### src/rtl/vga_timing_gen.sv
// vga_timing_gen: 640x480@60 raster timing generator on the pixel clock.
// Produces active-low HSYNC/VSYNC, blank flag, pixel coordinates, a linear
// active-pixel address and frame status, all from one output register stage.
// Build option: define VGA_TIMING_ADDR_EN to compile in the incremental oADDR
// generator; when undefined, oADDR is tied to zero.
module vga_timing_gen #(
    parameter int unsigned H_ACTIVE = 640,
    parameter int unsigned H_FP     = 16,
    parameter int unsigned H_SYNC   = 96,
    parameter int unsigned H_BP     = 48,
    parameter int unsigned V_ACTIVE = 480,
    parameter int unsigned V_FP     = 10,
    parameter int unsigned V_SYNC   = 2,
    parameter int unsigned V_BP     = 33
) (
    input  logic        iVGA_CLK,
    input  logic        iRST_n,
    output logic        oBLANK_n,
    output logic        oHS,
    output logic        oVS,
    output logic [9:0]  oX,
    output logic [9:0]  oY,
    output logic [18:0] oADDR,
    output logic        oFRAME_START,
    output logic [15:0] oFRAME_CNT
);

    localparam int unsigned H_TOTAL = H_ACTIVE + H_FP + H_SYNC + H_BP;
    localparam int unsigned V_TOTAL = V_ACTIVE + V_FP + V_SYNC + V_BP;

    localparam logic [9:0] HLast      = 10'(H_TOTAL - 1);
    localparam logic [9:0] HActive    = 10'(H_ACTIVE);
    localparam logic [9:0] HSyncStart = 10'(H_ACTIVE + H_FP);
    localparam logic [9:0] HSyncEnd   = 10'(H_ACTIVE + H_FP + H_SYNC);
    localparam logic [9:0] VLast      = 10'(V_TOTAL - 1);
    localparam logic [9:0] VActive    = 10'(V_ACTIVE);
    localparam logic [9:0] VSyncStart = 10'(V_ACTIVE + V_FP);
    localparam logic [9:0] VSyncEnd   = 10'(V_ACTIVE + V_FP + V_SYNC);

    logic [9:0]  h_q, h_d;
    logic [9:0]  v_q, v_d;
    logic        blank_n_q, blank_n_d;
    logic        hs_q, hs_d;
    logic        vs_q, vs_d;
    logic        frame_start_q, frame_start_d;
    logic [15:0] frame_cnt_q, frame_cnt_d;
    // Set until the first frame start after reset, which must not be counted.
    logic        first_q, first_d;

    // Advance the raster position; h wraps every line, v wraps every frame.
    always_comb begin
        h_d = h_q + 10'd1;
        v_d = v_q;
        if (h_q == HLast) begin
            h_d = '0;
            v_d = (v_q == VLast) ? '0 : v_q + 10'd1;
        end
    end

    // Decode the next position so every registered output matches (h_d, v_d).
    always_comb begin
        blank_n_d     = (h_d < HActive) && (v_d < VActive);
        hs_d          = !((h_d >= HSyncStart) && (h_d < HSyncEnd));
        vs_d          = !((v_d >= VSyncStart) && (v_d < VSyncEnd));
        frame_start_d = (h_d == '0) && (v_d == '0);
        first_d       = first_q;
        frame_cnt_d   = frame_cnt_q;
        if (frame_start_d) begin
            first_d = 1'b0;
            if (!first_q) begin
                frame_cnt_d = frame_cnt_q + 16'd1;
            end
        end
    end

    // Position counters and timing outputs; reset parks h/v on the last pixel.
    always_ff @(posedge iVGA_CLK or negedge iRST_n) begin
        if (!iRST_n) begin
            h_q           <= HLast;
            v_q           <= VLast;
            blank_n_q     <= 1'b0;
            hs_q          <= 1'b1;
            vs_q          <= 1'b1;
            frame_start_q <= 1'b0;
            frame_cnt_q   <= '0;
            first_q       <= 1'b1;
        end else begin
            h_q           <= h_d;
            v_q           <= v_d;
            blank_n_q     <= blank_n_d;
            hs_q          <= hs_d;
            vs_q          <= vs_d;
            frame_start_q <= frame_start_d;
            frame_cnt_q   <= frame_cnt_d;
            first_q       <= first_d;
        end
    end

`ifdef VGA_TIMING_ADDR_EN
    logic [18:0] addr_q, addr_d;

    // Linear address: restart at (0,0), step on active pixels, hold in blanking.
    always_comb begin
        addr_d = addr_q;
        if (frame_start_d) begin
            addr_d = '0;
        end else if (blank_n_d) begin
            addr_d = addr_q + 19'd1;
        end
    end

    // Address register, reset to zero alongside the timing outputs.
    always_ff @(posedge iVGA_CLK or negedge iRST_n) begin
        if (!iRST_n) begin
            addr_q <= '0;
        end else begin
            addr_q <= addr_d;
        end
    end

    assign oADDR = addr_q;
`else
    assign oADDR = '0;
`endif

    // Coordinates read zero during reset even though h/v hold their last values.
    logic in_reset_n_q;

    // Tracks whether the first post-reset edge has happened.
    always_ff @(posedge iVGA_CLK or negedge iRST_n) begin
        if (!iRST_n) begin
            in_reset_n_q <= 1'b0;
        end else begin
            in_reset_n_q <= 1'b1;
        end
    end

    assign oBLANK_n     = blank_n_q;
    assign oHS          = hs_q;
    assign oVS          = vs_q;
    assign oX           = in_reset_n_q ? h_q : 10'd0;
    assign oY           = in_reset_n_q ? v_q : 10'd0;
    assign oFRAME_START = frame_start_q;
    assign oFRAME_CNT   = frame_cnt_q;

endmodule

### config.mk
export PLATFORM = sky130hd
export DESIGN_NAME = vga_timing_gen
export DESIGN_NICKNAME = d
export VERILOG_FILES = /design/src/rtl/vga_timing_gen.sv
export SDC_FILE = /design/constraint.sdc
export NUM_CORES = 1
export LEC_CHECK = 0
export BUFFER_PORTS_ARGS = -buffer_cell sky130_fd_sc_hd__clkbuf_2
export CORE_UTILIZATION = 40
export CTS_CLUSTER_SIZE = 14
export DETAILED_ROUTE_END_ITERATION = 12
export GPL_TIMING_DRIVEN = 1
export REMOVE_ABC_BUFFERS = 1
export SLEW_MARGIN = 20
export SYNTH_ARGS = -nofsm -noshare
export SYNTH_HDL_FRONTEND = slang
export SYNTH_SLANG_ARGS = --single-unit
### constraint.sdc
create_clock -name iVGA_CLK -period 2.87 [get_ports iVGA_CLK]
set_input_delay 0.861 -clock iVGA_CLK [delete_from_list [all_inputs] [get_ports iVGA_CLK]]
set_output_delay 0.861 -clock iVGA_CLK [all_outputs]
set_load 0.01 [all_outputs]
# Word level (Yosys, flattened, before mapping)
# Index checks and enable logic that the tools add are counted.
totals:
  ff_bits: 42
  output_inout_bits: 59
  elab_cells: 35
op_classes:
  bitwise_logic: 1
  n_lt_le_gt_ge: 6
  reduce_logical: 9
  n_addsub: 3
  n_eq_ne: 2
  mux: 5
op_table:
  columns: ["cell", "count"]
  rows:
  - ["$mux 10", 5]
  - ["$add 10x1->10 const B", 2]
  - ["$eq 10x10->1 const B", 2]
  - ["$logic_not 10->1", 2]
  - ["$lt 10x10->1 const B", 2]
  - ["$lt 10x9->1 const B", 2]
  - ["$add 16x1->16 const B", 1]
  - ["$ge 10x10->1 const B", 1]
  - ["$ge 10x9->1 const B", 1]
  - ["$logic_and 1x1->1", 4]
  - ["$logic_not 1->1", 2]
  - ["$reduce_and 2->1", 1]
  - ["$not 1->1", 1]

# Depth between registers and ports, before layout
logic_depth:
  word_depth: 6
  mapped_depth: 10
  ltp_nobuf: 9

# Worst setup path before layout
# OpenSTA, ideal clock, no wires.
synth_timing:
  path_kind: "flip-flop to flip-flop"
  start: "register h_q[0]"
  end: "register frame_cnt_q[5] (netlist: oFRAME_CNT[5])"
  synth_period_minus_slack_ns: 3.179
  required_time_ns: 2.791
  path_stages_with_launch: 10
  path_slack_ns: -0.309
  arrival_ns: 3.099
  path_cell_list: "dfstp_2 ha_1 nand4_1 nor3_2 o21ai_1 or4_4 or4_4 buf_6 nor4b_4 xor2_1"
synth_via:
  elab_chain_len: 5
  elab_cells_between_ends: 8
synth_lines:
  columns: ["item", "line_no", "rtl"]
  rows:
  - ["from (decl)", "40", "logic [9:0] h_q, h_d;"]
  - ["from (signal assigned)", "79", "h_q <= HLast;"]
  - ["$add 10x1->10 or $eq 10x10->1 (tied branches)", "52, 54", null]
  - ["$mux 10", "54", "if (h_q == HLast) begin"]
  - ["$logic_not 10->1", "65", "frame_start_d = (h_d == '0) && (v_d == '0);"]
  - ["$logic_and 1x1->1 (*)", "65", null]
  - ["$reduce_and 2->1 (no source line) (*)", null, null]
  - ["to (signal assigned)", "94", "frame_cnt_q <= frame_cnt_d;"]
  - ["to (decl)", "46", "logic [15:0] frame_cnt_q, frame_cnt_d;"]
# Every way passes the cells marked *; elsewhere a longest branch is shown, timed or not.
# A chain may end at the register's enable or synchronous reset.

# Final worst setup path
layout_timing:
  start: "register h_q[8]"
  end: "register frame_cnt_q[13] (netlist: oFRAME_CNT[13])"
layout_via:
  elab_chain_len: 5
  elab_cells_between_ends: 8
layout_lines:
  columns: ["item", "line_no", "rtl"]
  rows:
  - ["$eq 10x10->1", "54", null]
  - ["$mux 10", "54", null]
  - ["via v_d[6]", "41", "logic [9:0] v_q, v_d;"]
  - ["$logic_not 10->1", "65", null]
  - ["$logic_and 1x1->1", "65", null]
  - ["$reduce_and 2->1 (no source line)", null, null]
# The timed path passes the listed nets, and every way through them passes these cells.

==> flow_metrics.py <==
metrics = {
    "run": {
        "maxCapViolations": 0,
    },
    "clock_tree": {
        "clk_latency_ps": 300,
        "path_clk_slew_ps": 90,
        "cts-htree-levels": 2,
        "cts_tree": "done",
        "clock_path_buffers": 2,
        "cts_buffers": 5,
        "cts_sinks": 42,
        "cts_root_buffer": "clkbuf_8",
        "ctsHoldBuffers": 0,
    },
    "synth": {
        "netlist_instances": 283,
        "synth_cell_types": 56,
        "async_reset_ff_frac": 1.00,
        "avgSynthCellArea_um2": 9.45,
        "synth-main-ff-cell": "dfrtp_1",
        "netlist_area_um2": 2680,
        "synth-seq-cells": 42,
        "ys.warnings.count": 0,
        "synth-edff-count": 0,
        "ys_seq_area_frac": 0.399,
    },
    "worst_setup_path": {
        "arrival_ps": 3230,
        "worstPathMaxFanout": 8,
        "crit_type": "register to register",
        "required_ps": 3090,
        "crit_path_start_kind": "register",
        "cp-end-kind": "register",
    },
    "pwr": {
        "p_leak_nw": 1.84,
        "ir_drop_mv": 0.205,
        "p_per_area_nw_per_um2": 273,
    },
    "global_routing": {
        "grt_most_used_layer": "met2",
        "grt_use_met2": 0.327,
        "use_met1": 0.295,
        "grt_usage": 0.206,
        "grt_max_degree": 24,
        "grt_overflow": 0,
        "grt_antenna_before_repair": 0,
        "grt_pass1_wl_mm": 11.6,
        "grt_pass1_vias": 2409,
        "use_met3": 0.0277,
    },
    "sta": {
        "rsz0062_at_grt": "yes",
        "tightestPinTransition_ps": 588,
        "slew-limit-headroom": 0.607,
        "hold_viol_final": 0,
        "finalSetupViolations": 12,
        "fmax_mhz": 332,
        "min_period_ps": 3010,
        "setup_ws_ps": -140,
        "drv_slew": 0,
        "period_share": 1.05,
        "clock_skew_ps": 9.15,
    },
    "detailed_routing": {
        "vias": 2461,
        "drt_wl_total_mm": 6.90,
        "first_iter_violations": 94,
        "postRouteAntennaNets": 0,
        "post_drt_wl_per_cell_um": 14.5,
        "drc": 0,
        "drt_first_pass_iters": 4,
        "vias_per_cell": 5.18,
    },
    "final_layout": {
        "nFillCells": 579,
        "drive_gt1_frac": 0.430,
        "final_cell_mix": "buf_4 (72), clkbuf_2 (41), dfrtp_1 (29)",
        "final_common_cell": "buf_4",
        "final_nets": 403,
        "areaGrowthSynthToFinish_pct": 39.1,
        "final_util": 0.583,
        "fin_cells": 475,
        "insertedDiodeCount": 0,
    },
    "placement": {
        "io_buffer_count": 41,
        "routabilityCongestion": 0.870,
        "place_inst": 456,
        "dp_hpwl_mm": 5.14,
    },
    "floorplanning": {
        "die_width_um": 83.8,
        "die_area_um2": 7020,
        "boundaryPins": 61,
        "fp-row-count": 29,
        "start_util": 0.419,
        "die_y_um": 83.8,
        "core_area_um2": 6390,
    },
    "run_status": {
        "violations": "setup timing",
        "status": "finished, violations left",
    },
    "worst_hold_path": {
        "min_path_type": "register to register",
    },
}
## report_power, final
group	switching, mW	internal [mW]	leakage, nW
clock	0.216	0.172	0.0452
combinational	0.0252	0.00561	1.26
sequential	0.00312	0.593	0.528
total	0.244	0.771	1.84
## critical path, stage by stage, from the launching register on
cell and delay, ps:
dfstp_2 560, or3b_4 400, buf_4 170, nor4_4 300, xor2_1 120, nand4b_1 220, or4_4 650, buf_4 190
nor4_4 140, xor2_1 170
## state kept, by name (all words and copies together) (netlist names)
signal	cells
oHS	1
in_reset_n_q	1
oBLANK_n	1
h_q	10
first_q	1
oFRAME_START	1
v_q	10
oFRAME_CNT	16
oVS	1
## cell usage after synthesis (all sizes together) (2+ instances only)
library cell / count / area (um^2)
a21oi: 3 / 15.0
a31oi: 2 / 12.5
and2: 23 / 144
and3: 3 / 18.8
and4: 3 / 26.3
buf: 25 / 179
clkbuf: 7 / 26.3
conb: 2 / 7.51
dfrtp: 29 / 726
dfstp: 13 / 342
ha: 4 / 50.1
inv: 11 / 41.3
mux2: 3 / 33.8
nand2: 18 / 67.6
nand2b: 4 / 25.0
nand3: 12 / 60.1
nand4: 8 / 50.1
nand4b: 3 / 26.3
nor2: 16 / 60.1
nor2b: 4 / 25.0
nor3: 5 / 30.0
nor3b: 4 / 30.0
nor4: 12 / 109
nor4b: 2 / 32.5
o2111ai: 2 / 17.5
o211a: 2 / 20.0
o21ai: 10 / 50.0
o311ai: 2 / 17.5
o31a: 2 / 17.5
o31ai: 3 / 22.5
or2: 3 / 18.8
or4: 7 / 60.1
xnor2: 11 / 96.3
xor2: 12 / 105
## cell families after synthesis
family	after synthesis	synth area share
and+or+nand+nor	133	0.313
buffers and inverters	43	0.0921
DFF	42	0.399
AOI/OAI and AO/OA	33	0.0861
xor gates and xnor gates	23	0.0753
adders and majority gates	4	0.0187
muxes	3	0.0126
other	2	0.00281
## layout make-up
type | count | area, um^2 | share of cell area
multi-input cells | 216 | 1590 | 0.426
flip-flops and latches | 42 | 1070 | 0.287
repair buffers | 121 | 845 | 0.227
well taps | 77 | 96.3 | 0.0259
clock buffers | 6 | 72.6 | 0.0195
inverters | 11 | 41.3 | 0.0111
clock inverters | 2 | 13.8 | 0.00370
## metrics by stage
| stage | setup WS (ps) | setup TNS, ps | cell area [um^2] | power, mW | hold WS (ps) |
|---|---|---|---|---|---|
| detailed placement | -383 | -3840 | 3370 | 0.639 | 488 |
| CTS | -121 | -932 | 3660 | 1.03 | 499 |
| finish | -140 | -1190 | 3720 | 1.01 | 501 |
| floorplan | -378 | -2800 | 2540 | 0.619 | 501 |
| global placement | -286 | -2580 | 3370 | 0.638 | 482 |
| global route | -260 | -2630 | 3720 | 1.06 | 525 |
## per-layer routing
metal  part of all wire  wire, um
met1               0.49      3390
met5                  0         0
met4              0.014        97
met2               0.47      3220
met3              0.028       192
## timing repair
| action | CTS | global route |
|---|---|---|
| setup buffers | 8 | 3 |
| pin swaps | 11 | 5 |
| endpoints found under the setup margin | 16 | 15 |
| gates resized for setup | 25 | 7 |
## worst paths after layout
kind                                 from        endpoint  slack [ps]  cells past startpoint
min in group asynchronous          iRST_n   oFRAME_CNT[5]         530                      1
min reg2reg                oFRAME_CNT[15]  oFRAME_CNT[15]         500                      1
min                        oFRAME_CNT[15]  oFRAME_CNT[15]         500                      1
max in group asynchronous          iRST_n         first_q        1750                      2
max reg2reg                        h_q[8]  oFRAME_CNT[13]        -140                      9
max                                h_q[8]  oFRAME_CNT[13]        -140                      9
No activity file was read; power rests on OpenSTA's default activity.
